## src/rtl/inert_spi_resp.sv

```systemverilog
// SPI responder modelling an inertial sensor: 16-bit mode-3 frames, a small
// register file served on MISO, and periodic pitch samples with a data-ready INT.
// All SPI inputs are oversampled by clk; edges come from the 3rd vs 2nd sync flop.
module inert_spi_resp #(
    parameter logic [15:0] SMPL_PERIOD = 16'd1000,
    parameter logic [7:0]  WHO_AM_I    = 8'h6A
) (
    input  logic        clk,
    input  logic        rst,
    input  logic        SS_n,
    input  logic        SCLK,
    input  logic        MOSI,
    output logic        MISO,
    output logic        INT,
    input  logic [15:0] ptch_smpl,
    output logic        frm_err,
    output logic        setup_done
);

    typedef enum logic [1:0] {IDLE, ADDR, DATA, DONE} state_t;

    state_t      state, state_nxt;
    logic [2:0]  sclk_sync, ss_sync;
    logic [1:0]  mosi_sync;
    logic        sclk_rise, sclk_fall, ss_rise, ss_fall;
    logic [4:0]  bit_cnt;
    logic [15:0] rx_shreg;
    logic [7:0]  tx_shreg, rd_data;
    logic        ld_tx, shift_in, commit, abort, int_clr, tick;
    logic [7:0]  int1_ctrl, ctrl1_xl, ctrl2_g, pitchl, pitchh;
    logic [15:0] smpl_cnt;

    // Synchronisers; idle-high lines reset high so leaving reset makes no edge
    always_ff @(posedge clk) begin
        if (rst) begin
            sclk_sync <= 3'b111;
            ss_sync   <= 3'b111;
            mosi_sync <= 2'b00;
        end else begin
            sclk_sync <= {sclk_sync[1:0], SCLK};
            ss_sync   <= {ss_sync[1:0], SS_n};
            mosi_sync <= {mosi_sync[0], MOSI};
        end
    end

    assign sclk_rise = sclk_sync[1] & ~sclk_sync[2];
    assign sclk_fall = ~sclk_sync[1] & sclk_sync[2];
    assign ss_rise   = ss_sync[1] & ~ss_sync[2];
    assign ss_fall   = ~ss_sync[1] & ss_sync[2];

    // Frame state register
    always_ff @(posedge clk) begin
        if (rst) state <= IDLE;
        else     state <= state_nxt;
    end

    // Frame sequencing and MISO drive
    always_comb begin
        state_nxt = state;
        shift_in  = 1'b0;
        abort     = 1'b0;
        commit    = 1'b0;
        MISO      = 1'b1;
        case (state)
            IDLE: begin
                if (ss_fall) state_nxt = ADDR;
            end
            ADDR: begin
                MISO     = 1'b0;
                shift_in = sclk_rise;
                if (ss_rise) begin
                    abort     = 1'b1;
                    state_nxt = IDLE;
                end else if (sclk_rise && bit_cnt == 5'd7) begin
                    state_nxt = DATA;
                end
            end
            DATA: begin
                MISO     = tx_shreg[7];
                shift_in = sclk_rise;
                if (ss_rise) begin
                    abort     = 1'b1;
                    state_nxt = IDLE;
                end else if (sclk_rise && bit_cnt == 5'd15) begin
                    state_nxt = DONE;
                end
            end
            DONE: begin
                MISO = tx_shreg[7];
                if (ss_rise) begin
                    commit    = 1'b1;
                    state_nxt = IDLE;
                end
            end
            default: state_nxt = IDLE;
        endcase
    end

    // Read mux; address is in rx_shreg[6:0] once the 8 header bits are in
    always_comb begin
        rd_data = 8'h00;
        case (rx_shreg[6:0])
            7'h0D:   rd_data = int1_ctrl;
            7'h0F:   rd_data = WHO_AM_I;
            7'h10:   rd_data = ctrl1_xl;
            7'h11:   rd_data = ctrl2_g;
            7'h22:   rd_data = pitchl;
            7'h23:   rd_data = pitchh;
            default: rd_data = 8'h00;
        endcase
    end

    // Receive shifter, bit counter and transmit byte
    always_ff @(posedge clk) begin
        if (rst) begin
            bit_cnt  <= 5'd0;
            rx_shreg <= 16'h0000;
            tx_shreg <= 8'h00;
            ld_tx    <= 1'b0;
        end else begin
            ld_tx <= shift_in && (state == ADDR) && (bit_cnt == 5'd7);
            if (state == IDLE && ss_fall) begin
                bit_cnt  <= 5'd0;
                rx_shreg <= 16'h0000;
            end else if (shift_in) begin
                rx_shreg <= {rx_shreg[14:0], mosi_sync[1]};
                if (bit_cnt != 5'd16) bit_cnt <= bit_cnt + 5'd1;
            end
            if (state == IDLE && ss_fall)
                tx_shreg <= 8'h00;
            else if (ld_tx)
                tx_shreg <= rd_data;
            else if (sclk_fall && state == DATA && bit_cnt >= 5'd9)
                tx_shreg <= {tx_shreg[6:0], 1'b0};
        end
    end

    // Writable registers; a write only lands when a complete frame closes
    always_ff @(posedge clk) begin
        if (rst) begin
            int1_ctrl <= 8'h00;
            ctrl1_xl  <= 8'h00;
            ctrl2_g   <= 8'h00;
        end else if (commit && !rx_shreg[15]) begin
            case (rx_shreg[14:8])
                7'h0D:   int1_ctrl <= rx_shreg[7:0];
                7'h10:   ctrl1_xl  <= rx_shreg[7:0];
                7'h11:   ctrl2_g   <= rx_shreg[7:0];
                default: ;
            endcase
        end
    end

    assign setup_done = (int1_ctrl == 8'h02);
    assign tick       = setup_done && (smpl_cnt == SMPL_PERIOD - 16'd1);
    assign int_clr    = commit && rx_shreg[15] && (rx_shreg[14:8] == 7'h23);

    // Sample timer, pitch capture and INT; a tick wins over a same-cycle clear
    always_ff @(posedge clk) begin
        if (rst) begin
            smpl_cnt <= 16'd0;
            pitchl   <= 8'h00;
            pitchh   <= 8'h00;
            INT      <= 1'b0;
        end else begin
            if (!setup_done || tick) smpl_cnt <= 16'd0;
            else                     smpl_cnt <= smpl_cnt + 16'd1;
            if (tick) begin
                {pitchh, pitchl} <= ptch_smpl;
                INT              <= 1'b1;
            end else if (int_clr) begin
                INT <= 1'b0;
            end
        end
    end

    // Frame error pulse on an incomplete frame
    always_ff @(posedge clk) begin
        if (rst) frm_err <= 1'b0;
        else     frm_err <= abort;
    end

endmodule

```

## config.mk

```make
export PLATFORM = sky130hd
export DESIGN_NAME = inert_spi_resp
export DESIGN_NICKNAME = d
export VERILOG_FILES = /design/src/rtl/inert_spi_resp.sv
export SDC_FILE = /design/constraint.sdc
export NUM_CORES = 1
export LEC_CHECK = 0
export ABC_AREA = 1
export CORE_ASPECT_RATIO = 2
export CORE_MARGIN = 2
export CORE_UTILIZATION = 59
export CTS_CLUSTER_SIZE = 16
export DETAILED_ROUTE_END_ITERATION = 10
export GPL_TIMING_DRIVEN = 0
export PLACE_DENSITY = 0.79
export SETUP_SLACK_MARGIN = 0.5
export SLEW_MARGIN = 20
export SYNTH_ARGS = -nofsm -noshare
export SYNTH_HDL_FRONTEND = slang
export SYNTH_SLANG_ARGS = --single-unit
export TNS_END_PERCENT = 50
```

## constraint.sdc

```tcl
create_clock -name clk -period 2.05 [get_ports clk]
set_clock_uncertainty 0.15 [all_clocks]
set_input_delay 0.205 -clock clk [delete_from_list [all_inputs] [get_ports clk]]
set_output_delay 0.205 -clock clk [all_outputs]
set_load 0.05 [all_outputs]
```

==> metrics, run 1 <==
outcome complete, no violations; post-synthesis sequential area ratio between 40% and 50%; Worst Hold Depth 6; number of nets in the synthesized netlist approximately 650; TritonCTS Sinks a little under 100; IO Pins 25; average cell area after synthesis 7.27 um2; DRC 0; count of endpoints failing hold in the final timing report 0; final wirelength 12,700 um; pin count of the biggest net entering global routing 16; max-cap violations 0; Syn Std Cell Area about 4500 um2; initial standard-cell utilization of the core approximately three fifths; Tot GR Track Use around 28%; cell depth of the worst setup path 4; power density over cell area 762 nW/um2; growth of design area from synthesis to finish 36.8%; Least-Margin Pin Slew between 0.6 and 0.7 ns; FF-to-FF path depth 8; final count of negative-setup-slack endpoints 0; number of global-route vias before repair slightly below 4,000; power dissipated by switching net loads between 0.001 and 0.0015 W; register area roughly 2000 um2; class of the worst hold path in -> reg; drt first pass iters 7; GRT overflow 0; Leak Pwr around 2.4 nW; met1 wire length 5010 um; wire length of the first global-routing pass roughly 18,000 um; top routing layer in use met4; switching fraction of total power 27.6%; clock root buffer clkbuf_16; cell breakdown of the critical path nor2_2 > nand2_1 > nor2_4 > buf_6; drt wl/cell 15.9 um; synthesized flop and latch total between 90 and 100; fraction of power consumed by combinational cells about 18%; number of slew-limit violations in the final report 0; crit path DAT around 1.4 ns; final weighted congestion in routability-driven placement slightly below 0.9; number of placement rows 45; count of cell types in the netlist 33; largest stage delay on the critical path 0.34 ns; top cells by area, synth dfxtp_1, nor2_1, o21ai_0, nand3_1, nand2_1; vertical extent of the die ~130 um; ratio of cells with drive above 1 in the final layout 31.9%; clock-pin slew reported for the worst setup and hold paths after clock tree synthesis about 0.060 ns; met2 WL post-DR 6460 um; Yosys top cell by area dfxtp_1; setup repair after global routing missed its margin yes; final sum of negative setup slack 0 ns; buffers from clock root to sink, at most 2; area taken by multi-input logic gates about 2600 um2; Clock Power Share between 30% and 40%; ANT cells 0; H-tree Lvls 3; internal power contribution 0.00339 W; overall via count from detail_route approximately 4,500; kind of cell with the highest combined delay on the critical path simple AND/OR/NAND/NOR gates; Period minus WS final about 1.7 ns; required time reported for the critical path endpoint between 1.5 and 2 ns; Clock Latency Late Sink 0.35 ns; cell with the largest stage delay on the worst path dfxtp_1; antenna violations before repair 0; hpwl dp around 7300 um; TritonCTS clock tree yes; headroom to the max-slew limit 53.3%; maximum fanout along the worst path 5; share of Yosys cell area claimed by the top area cell type roughly 44%; crit start category flop; highest ir drop seen on vdd about 0.00063 V; yosys warns 0; sort of element at the end of the critical path primary output; Max Clock Freq approximately 0.58 GHz; sum of buffers and inverters on the critical path 1; Die X-Extent around 66 um; sequential cell fraction of total power a little over two fifths; Final Net Count 728; number of vias per cell ~5.7; synthesized netlist cell count between 600 and 700; type of the worst setup path reg -> out; ratio of final minimum period to clock period between 80% and 90%; antenna violation net count after detailed routing 0; cts bufs inserted 9; fraction of the core area covered by cells at the end of the flow 82.1%; fill cell count 456; Met3 Routed Length 610 um; number of DRC violations after detailed-routing iteration 0 between 300 and 400; core outline area about 7500 um2; port bufs 23; die area ~8400 um2
[area by class of cell]
class / instances / share of cell area [%]
buffer: 20 / 2.75
clock buffer: 10 / 3.89
clock inverter: 6 / 1.30
inverter: 71 / 4.62
multi-input combinational: 431 / 42.9
sequential: 98 / 32.5
tap: 94 / 1.91
timing repair buffer: 66 / 10.1
[cells by family (layout without fill, tap and decap cells)]
group	count (synthesis)	in the layout	share of synthesized area (%)
AND/OR/NAND/NOR	284	286	29.4
AO/OA/AOI/OAI	129	129	14.7
flip-flops	98	98	43.7
buffers and inverters	91	173	8.32
adder cells (fa/ha/maj)	10	10	2.78
XOR/XNOR	6	6	1.17
[through the flow]
step | instance area (um2) | std cells | hold WS [ns] | setup slack, ns | power, W
after floorplan | 4530 | 618 | 0.159 | 0.410 | 0.00243
after global placement | 4880 | 735 | 0.241 | 0.0792 | 0.00258
after detailed placement | 4880 | 735 | 0.246 | 0.0279 | 0.00261
after CTS | 5660 | 775 | 0.180 | 0.246 | 0.00454
after global routing | 6150 | 796 | 0.252 | 0.248 | 0.00484
final | 6150 | 796 | 0.209 | 0.333 | 0.00468
[state kept, by name, summed over array words and instances, names as in the netlist, 8 cells and up]
| register | flops |
|---|---|
| rx_shreg | 16 |
| smpl_cnt | 16 |
| ctrl1_xl | 8 |
| ctrl2_g | 8 |
| int1_ctrl | 8 |
| pitchh | 8 |
| pitchl | 8 |
| tx_shreg | 8 |
[path summary, 6_finish.rpt]
check,slack (ns),end,start
hold / removal,0.21,bit_cnt[1],rst
setup reg to reg,0.33,pitchl[3],smpl_cnt[0]
hold reg to reg,0.25,mosi_sync[1],mosi_sync[0]
setup / recovery,0.33,setup_done,int1_ctrl[3]
[metal layers]
layer	GRT usage [%]	vias to the layer above
met5	0	-
met4	16.5	0
met3	4.75	52
met2	46.6	175
met1	34.4	2088
li1	-	2188
[what timing repair did]
item                       4_1_cts  5_1_grt
buffers inserted                18       18
hold buffers                     2        0
resized for setup              113      126
gates cloned                     4        3
pin swaps                       28       53
hold endpoints to repair         4        0
setup endpoints to repair       91       89
[tightest hold or removal path: cells and delay by family]
kind	cells	cell delay (ns)
buffers and inverters	3	0.25
AO/OA/AOI/OAI	3	0.21
[synth_stat cells (all sizes together)]
| cell type | number |
|---|---|
| nand4 | 7 |
| buf | 9 |
| nor3 | 13 |
| xnor2 | 1 |
| nor4 | 2 |
| a21oi | 47 |
| dfxtp | 98 |
| ha | 10 |
| nand2 | 79 |
| nor2 | 113 |
| o22ai | 1 |
| inv | 71 |
| clkbuf | 11 |
| or2 | 5 |
| a31oi | 1 |
| nor3b | 1 |
| nand3 | 62 |
| nand3b | 2 |
| o21ai | 79 |
| xor2 | 5 |
| a211oi | 1 |
[power groups by stage]
stage	sequential, W	combinational (W)	clock (W)
after floorplan	0.00203	0.000402	0
final	0.00204	0.000827	0.00182
after global routing	0.00204	0.000901	0.00190
after CTS	0.00203	0.000700	0.00181
after detailed placement	0.00205	0.000558	0
after global placement	0.00204	0.000540	0
[cells in the final DEF, fill, tap and decap left out, types with 3 or more instances in the layout]
cell	count
nand2_2	14
inv_4	5
nand3_1	54
a21oi_2	13
nor2_1	85
nor3_4	5
dfxtp_4	7
inv_1	51
nor3_2	3
o21ai_0	39
nand3_2	6
buf_2	4
xor2_1	5
inv_2	14
clkbuf_16	9
ha_1	3
or2_2	5
o21ai_2	21
a21oi_1	34
buf_6	18
dfxtp_1	81
nor3_1	6
buf_4	30
dfxtp_2	10
nand4_1	6
clkdlybuf4s50_1	19
nand2_1	64
o21ai_1	17
nor2_2	13
ha_4	6
clkinv_2	4
clkbuf_1	4
nor2_4	15
Power figures use the tool's default switching activity.
==> run 2: changes to the inputs <==
- clock period: 2.05 -> 1.73 ns (I/O delays scaled with it)
==> metrics, run 2 (synthesis gave the netlist of run 1 again) <==
Max Clock Freq slightly above 0.5 GHz; crit start category flop; met1 track utilization from global routing between 30% and 40%; Leak Pwr roughly 2.6 nW; fraction of the core area covered by cells at the end of the flow 92.0%; number of global-route vias before repair approximately 4,400; drt wl/cell 21.5 um; Hold Startpoint MOSI; TritonCTS clock tree yes; type of the worst setup path reg -> reg; drt first pass iters 7; die area between 8000 and 9000 um2; maximum fanout along the worst path 5; port bufs 23; Worst Hold Depth 3; final count of negative-setup-slack endpoints 33; startpoint of the worst-slack reg-to-reg timing path int1_ctrl[0]; final weighted congestion in routability-driven placement 0.897; sequential cell fraction of total power around two fifths; Clock Power Share between 30 and 40%; count of endpoints failing hold in the final timing report 0; power density over cell area around 870 nW/um2; setup repair after global routing missed its margin yes; DRC 0; number of placement rows 45; number of slew-limit violations in the final report 0; required time reported for the critical path endpoint 1.87 ns; max-cap violations 0; highest ir drop seen on vdd 0.00113 V; growth of design area from synthesis to finish 53.3%; core outline area between 7000 and 8000 um2; fraction of power consumed by combinational cells approximately 24%; vertical extent of the die between 100 and 150 um; most common library cell in the layout ignoring fill and taps nor2_1; cts bufs inserted 9; number of vias per cell about 6.3; internal power contribution 0.00414 W; overall power about 0.0060 W; fill cell count between 200 and 300; final wirelength 17,600 um; Placed Instances roughly 740; TritonCTS Sinks 98; class of the worst hold path in -> reg; antenna violation net count after detailed routing 0; final instance count without filler cells 818; crit path DAT 2.08 ns; clock root buffer clkbuf_16; GRT overflow 0; number of DRC violations after detailed-routing iteration 0 between 300 and 400; headroom to the max-slew limit approximately half; Clock Latency Late Sink around 0.36 ns; minimum hold slack ~0.21 ns; commonest cells after routing, fill and taps aside nor2_1, dfxtp_1, nand2_1; IO Pins 25; setup slack on the worst flop-to-flop path -0.21 ns; pin count of the biggest net entering global routing 16; worst r2r dst pitchl[5]; hpwl dp ~7600 um; FF-to-FF path depth 9; routing layer with the top usage in global route met2; violated checks negative setup slack; power dissipated by switching net loads 0.00185 W; Final Net Count between 700 and 800; ANT cells 0; switching fraction of total power 30.9%; overall via count from detail_route 5,116; post-route setup slack -0.214 ns; sort of element at the end of the critical path flop; Endpoint, Worst Hold mosi_sync[0]; clock-pin slew reported for the worst setup and hold paths after clock tree synthesis 0.07 ns; ratio of final minimum period to clock period 112%; largest registers rx_shreg x16, smpl_cnt x16; met3 track demand over resource in global routing ~6.5%; Period minus WS final between 1.5 and 2 ns; H-tree Lvls 3; outcome complete, but fails checks; ratio of cells with drive above 1 in the final layout 43.9%; wire length of the first global-routing pass 20,000 um; buffers from clock root to sink, at most 2; antenna violations before repair 0; Tot GR Track Use 31.1%; fraction of met2 tracks used by global routing a little over half; Die X-Extent around 66 um; Least-Margin Pin Slew just under 0.8 ns; initial standard-cell utilization of the core 60.0%
[run 2: routing by layer]
metal | routed length [um] | vias up | share of wire [%]
li1 | - | 2236 | -
met1 | 6060 | 2420 | 35
met2 | 8950 | 334 | 51
met3 | 1260 | 126 | 7.2
met4 | 1290 | 0 | 7.4
met5 | 0 | - | 0
[run 2: layout make-up]
| class | instances | area [um2] | share of cell area [%] |
|---|---|---|---|
| plain buffers | 20 | 193 | 2.80 |
| clock buffers | 11 | 253 | 3.67 |
| well taps | 94 | 118 | 1.71 |
| repair buffers | 89 | 885 | 12.8 |
| flip-flops and latches | 98 | 2010 | 29.2 |
| clock inverters | 5 | 52.6 | 0.763 |
| multi-input cells | 430 | 3040 | 44.2 |
| inverters | 71 | 332 | 4.81 |
[run 2: timing repair]
item	4_1_cts	5_1_grt
buffers inserted	37	20
pin swaps	31	101
setup endpoints to repair	94	95
gates cloned	6	2
hold endpoints to repair	5	0
hold buffers	2	0
gates resized for setup	129	221
[run 2: worst max-delay path by stage]
stage,startpoint,to,slack (ns),cells past startpoint
after floorplan,int1_ctrl[7],smpl_cnt[11],0.09,7
after global placement,int1_ctrl[7],setup_done,-0.22,4
after detailed placement,int1_ctrl[7],setup_done,-0.22,4
after CTS,smpl_cnt[1],pitchh[5],0.09,8
after global routing,int1_ctrl[0],pitchl[5],-0.21,9
final,int1_ctrl[0],pitchl[5],-0.21,9
[run 2: through the flow]
| step | setup WS [ns] | area [um2] | TNS (ns) |
|---|---|---|---|
| 6_report | -0.214 | 6890 | -2.54 |
| 5_1_grt | -0.210 | 6890 | -3.61 |
| 4_1_cts | 0.0855 | 6000 | 0 |
| 3_5_place_dp | -0.223 | 5030 | -0.258 |
| 3_3_place_gp | -0.217 | 5030 | -0.217 |
| 2_1_floorplan | 0.0905 | 4680 | 0 |
[run 2: power groups by stage]
stage | Sequential, W | Combinational (W) | Clock (W)
final | 0.00241 | 0.00145 | 0.00212
after global routing | 0.00241 | 0.00152 | 0.00218
after CTS | 0.00241 | 0.00100 | 0.00206
after detailed placement | 0.00248 | 0.000772 | 0
after global placement | 0.00247 | 0.000753 | 0
after floorplan | 0.00246 | 0.000585 | 0
[run 2: worst max-delay path, stage by stage, from the launching register on]
cell and delay [ns]:
dfxtp_2 0.34, nor2_2 0.15, nand3b_1 0.17, nor2_4 0.25
buf_12 0.15, inv_2 0.04, nor2_4 0.17, buf_6 0.16
o21ai_0 0.10, nor2_1 0.19
==> run 3: changes to the inputs <==
- REMOVE_ABC_BUFFERS: not set -> 1
==> metrics, run 3 (synthesis gave the netlist of run 1 again) <==
Clock Power Share a little over a third; maximum fanout along the worst path 9; number of DRC violations after detailed-routing iteration 0 slightly below 500; commonest cells after routing, fill and taps aside nor2_1, dfxtp_1, nand2_1; number of placement rows 45; minimum hold slack approximately 0.18 ns; highest ir drop seen on vdd 0.00119 V; setup repair after global routing missed its margin yes; IO Pins 25; drt first pass iters 7; required time reported for the critical path endpoint about 1.8 ns; startpoint of the worst-slack reg-to-reg timing path rx_shreg[8]; count of endpoints failing hold in the final timing report 0; Placed Instances between 700 and 800; largest registers rx_shreg x16, smpl_cnt x16; fraction of the core area covered by cells at the end of the flow 81.4%; Hold Startpoint MOSI; pin count of the biggest net entering global routing 48; sort of element at the end of the critical path flop; cts bufs inserted 9; GRT overflow 0; max-cap violations 0; H-tree Lvls 3; internal power contribution ~0.0041 W; Final Net Count between 700 and 800; final wirelength between 10,000 and 15,000 um; sequential cell fraction of total power 42.5%; headroom to the max-slew limit about two thirds; switching fraction of total power approximately 28%; Clock Latency Late Sink approximately 0.35 ns; ANT cells 0; Max Clock Freq roughly 0.57 GHz; antenna violations before repair 0; buffers from clock root to sink, at most 2; drt wl/cell 16.7 um; type of the worst setup path reg -> reg; fraction of power consumed by combinational cells a little over a fifth; class of the worst hold path in -> reg; ratio of cells with drive above 1 in the final layout 28.2%; final weighted congestion in routability-driven placement between 0.8 and 0.9; final count of negative-setup-slack endpoints 1; final instance count without filler cells between 700 and 800; hpwl dp between 6000 and 7000 um; DRC 0; growth of design area from synthesis to finish 35.6%; die area 8370 um2; TritonCTS Sinks between 90 and 100; power density over cell area around 930 nW/um2; vertical extent of the die approximately 130 um; crit path launch rx_shreg[8]; ratio of final minimum period to clock period 101%; crit start category flop; power dissipated by switching net loads 0.00161 W; TritonCTS clock tree yes; crit path DAT roughly 1.8 ns; setup slack on the worst flop-to-flop path -0.02 ns; number of slew-limit violations in the final report 0; most common library cell in the layout ignoring fill and taps nor2_1; port bufs 24; overall via count from detail_route ~4,500; Leak Pwr around 2.4 nW; post-route setup slack -0.0201 ns; number of global-route vias before repair slightly below 4,000; number of vias per cell between 5 and 6; Tot GR Track Use between 20% and 30%; Period minus WS final 1.75 ns; violated checks negative setup slack; wire length of the first global-routing pass around 19,000 um; outcome complete, but fails checks; clock root buffer clkbuf_16; Least-Margin Pin Slew 0.508 ns; antenna violation net count after detailed routing 0; initial standard-cell utilization of the core between 60% and 70%; core outline area 7490 um2; Die X-Extent 65.7 um; clock-pin slew reported for the worst setup and hold paths after clock tree synthesis around 0.06 ns
run 3: final timing paths:
path,endpoint,depth (start not counted)
max,ctrl2_g[0],5
min,mosi_sync[0],3
max reg2reg,ctrl2_g[0],5
min reg2reg,mosi_sync[1],2
run 3: cell type report:
class,instances,area (um2)
Clock buffer,13,270
Clock inverter,2,35.0
Timing Repair Buffer,78,764
Inverter,71,319
Sequential cell,98,2010
Timing Repair inverter,1,7.51
Fill cell,412,1400
Tap cell,94,118
Multi-Input combinational cell,433,2570
run 3: metal layers:
layer	global-route usage (%)	vias up	share of wire (%)	wire length (um)
met5	0	-	0	0
met4	15.4	0	4.7	615
met3	4.67	52	6.7	882
met2	47.2	220	50	6610
met1	37.0	2030	39	5080
li1	-	2182	-	-
run 3: critical path, cell delays in order (launching register included):
cell	delay (ns)
dfxtp_1	0.43
inv_1	0.10
nor4_2	0.34
nand2_2	0.23
o21ai_0	0.29
nor2_1	0.09
run 3: power groups by stage:
stage	Clock, W	Combinational, W	Sequential, W
floorplan	0	0.000459	0.00241
finish	0.00206	0.00119	0.00241
detailed placement	0	0.000640	0.00242
global placement	0	0.000618	0.00242
global route	0.00215	0.00128	0.00242
CTS	0.00206	0.000961	0.00241
run 3: metrics by stage:
stage	TNS (ns)	area (um2)	worst slack, ns	power [W]
global placement	-75.84	4740	-1.42	0.00304
floorplan	-4.09	4390	-0.250	0.00287
detailed placement	-42.77	4740	-0.999	0.00306
finish	-0.0201	6090	-0.0201	0.00567
CTS	0	5640	0.0761	0.00544
global route	-0.213	6090	-0.0772	0.00584
run 3: timing repair:
action / 4_1_cts / 5_1_grt
endpoints found under the setup margin: 96 / 94
setup buffers: 28 / 25
pin swaps: 21 / 39
cloned: 5 / 1
gates resized for setup: 101 / 92
hold buffers: 0 / 0
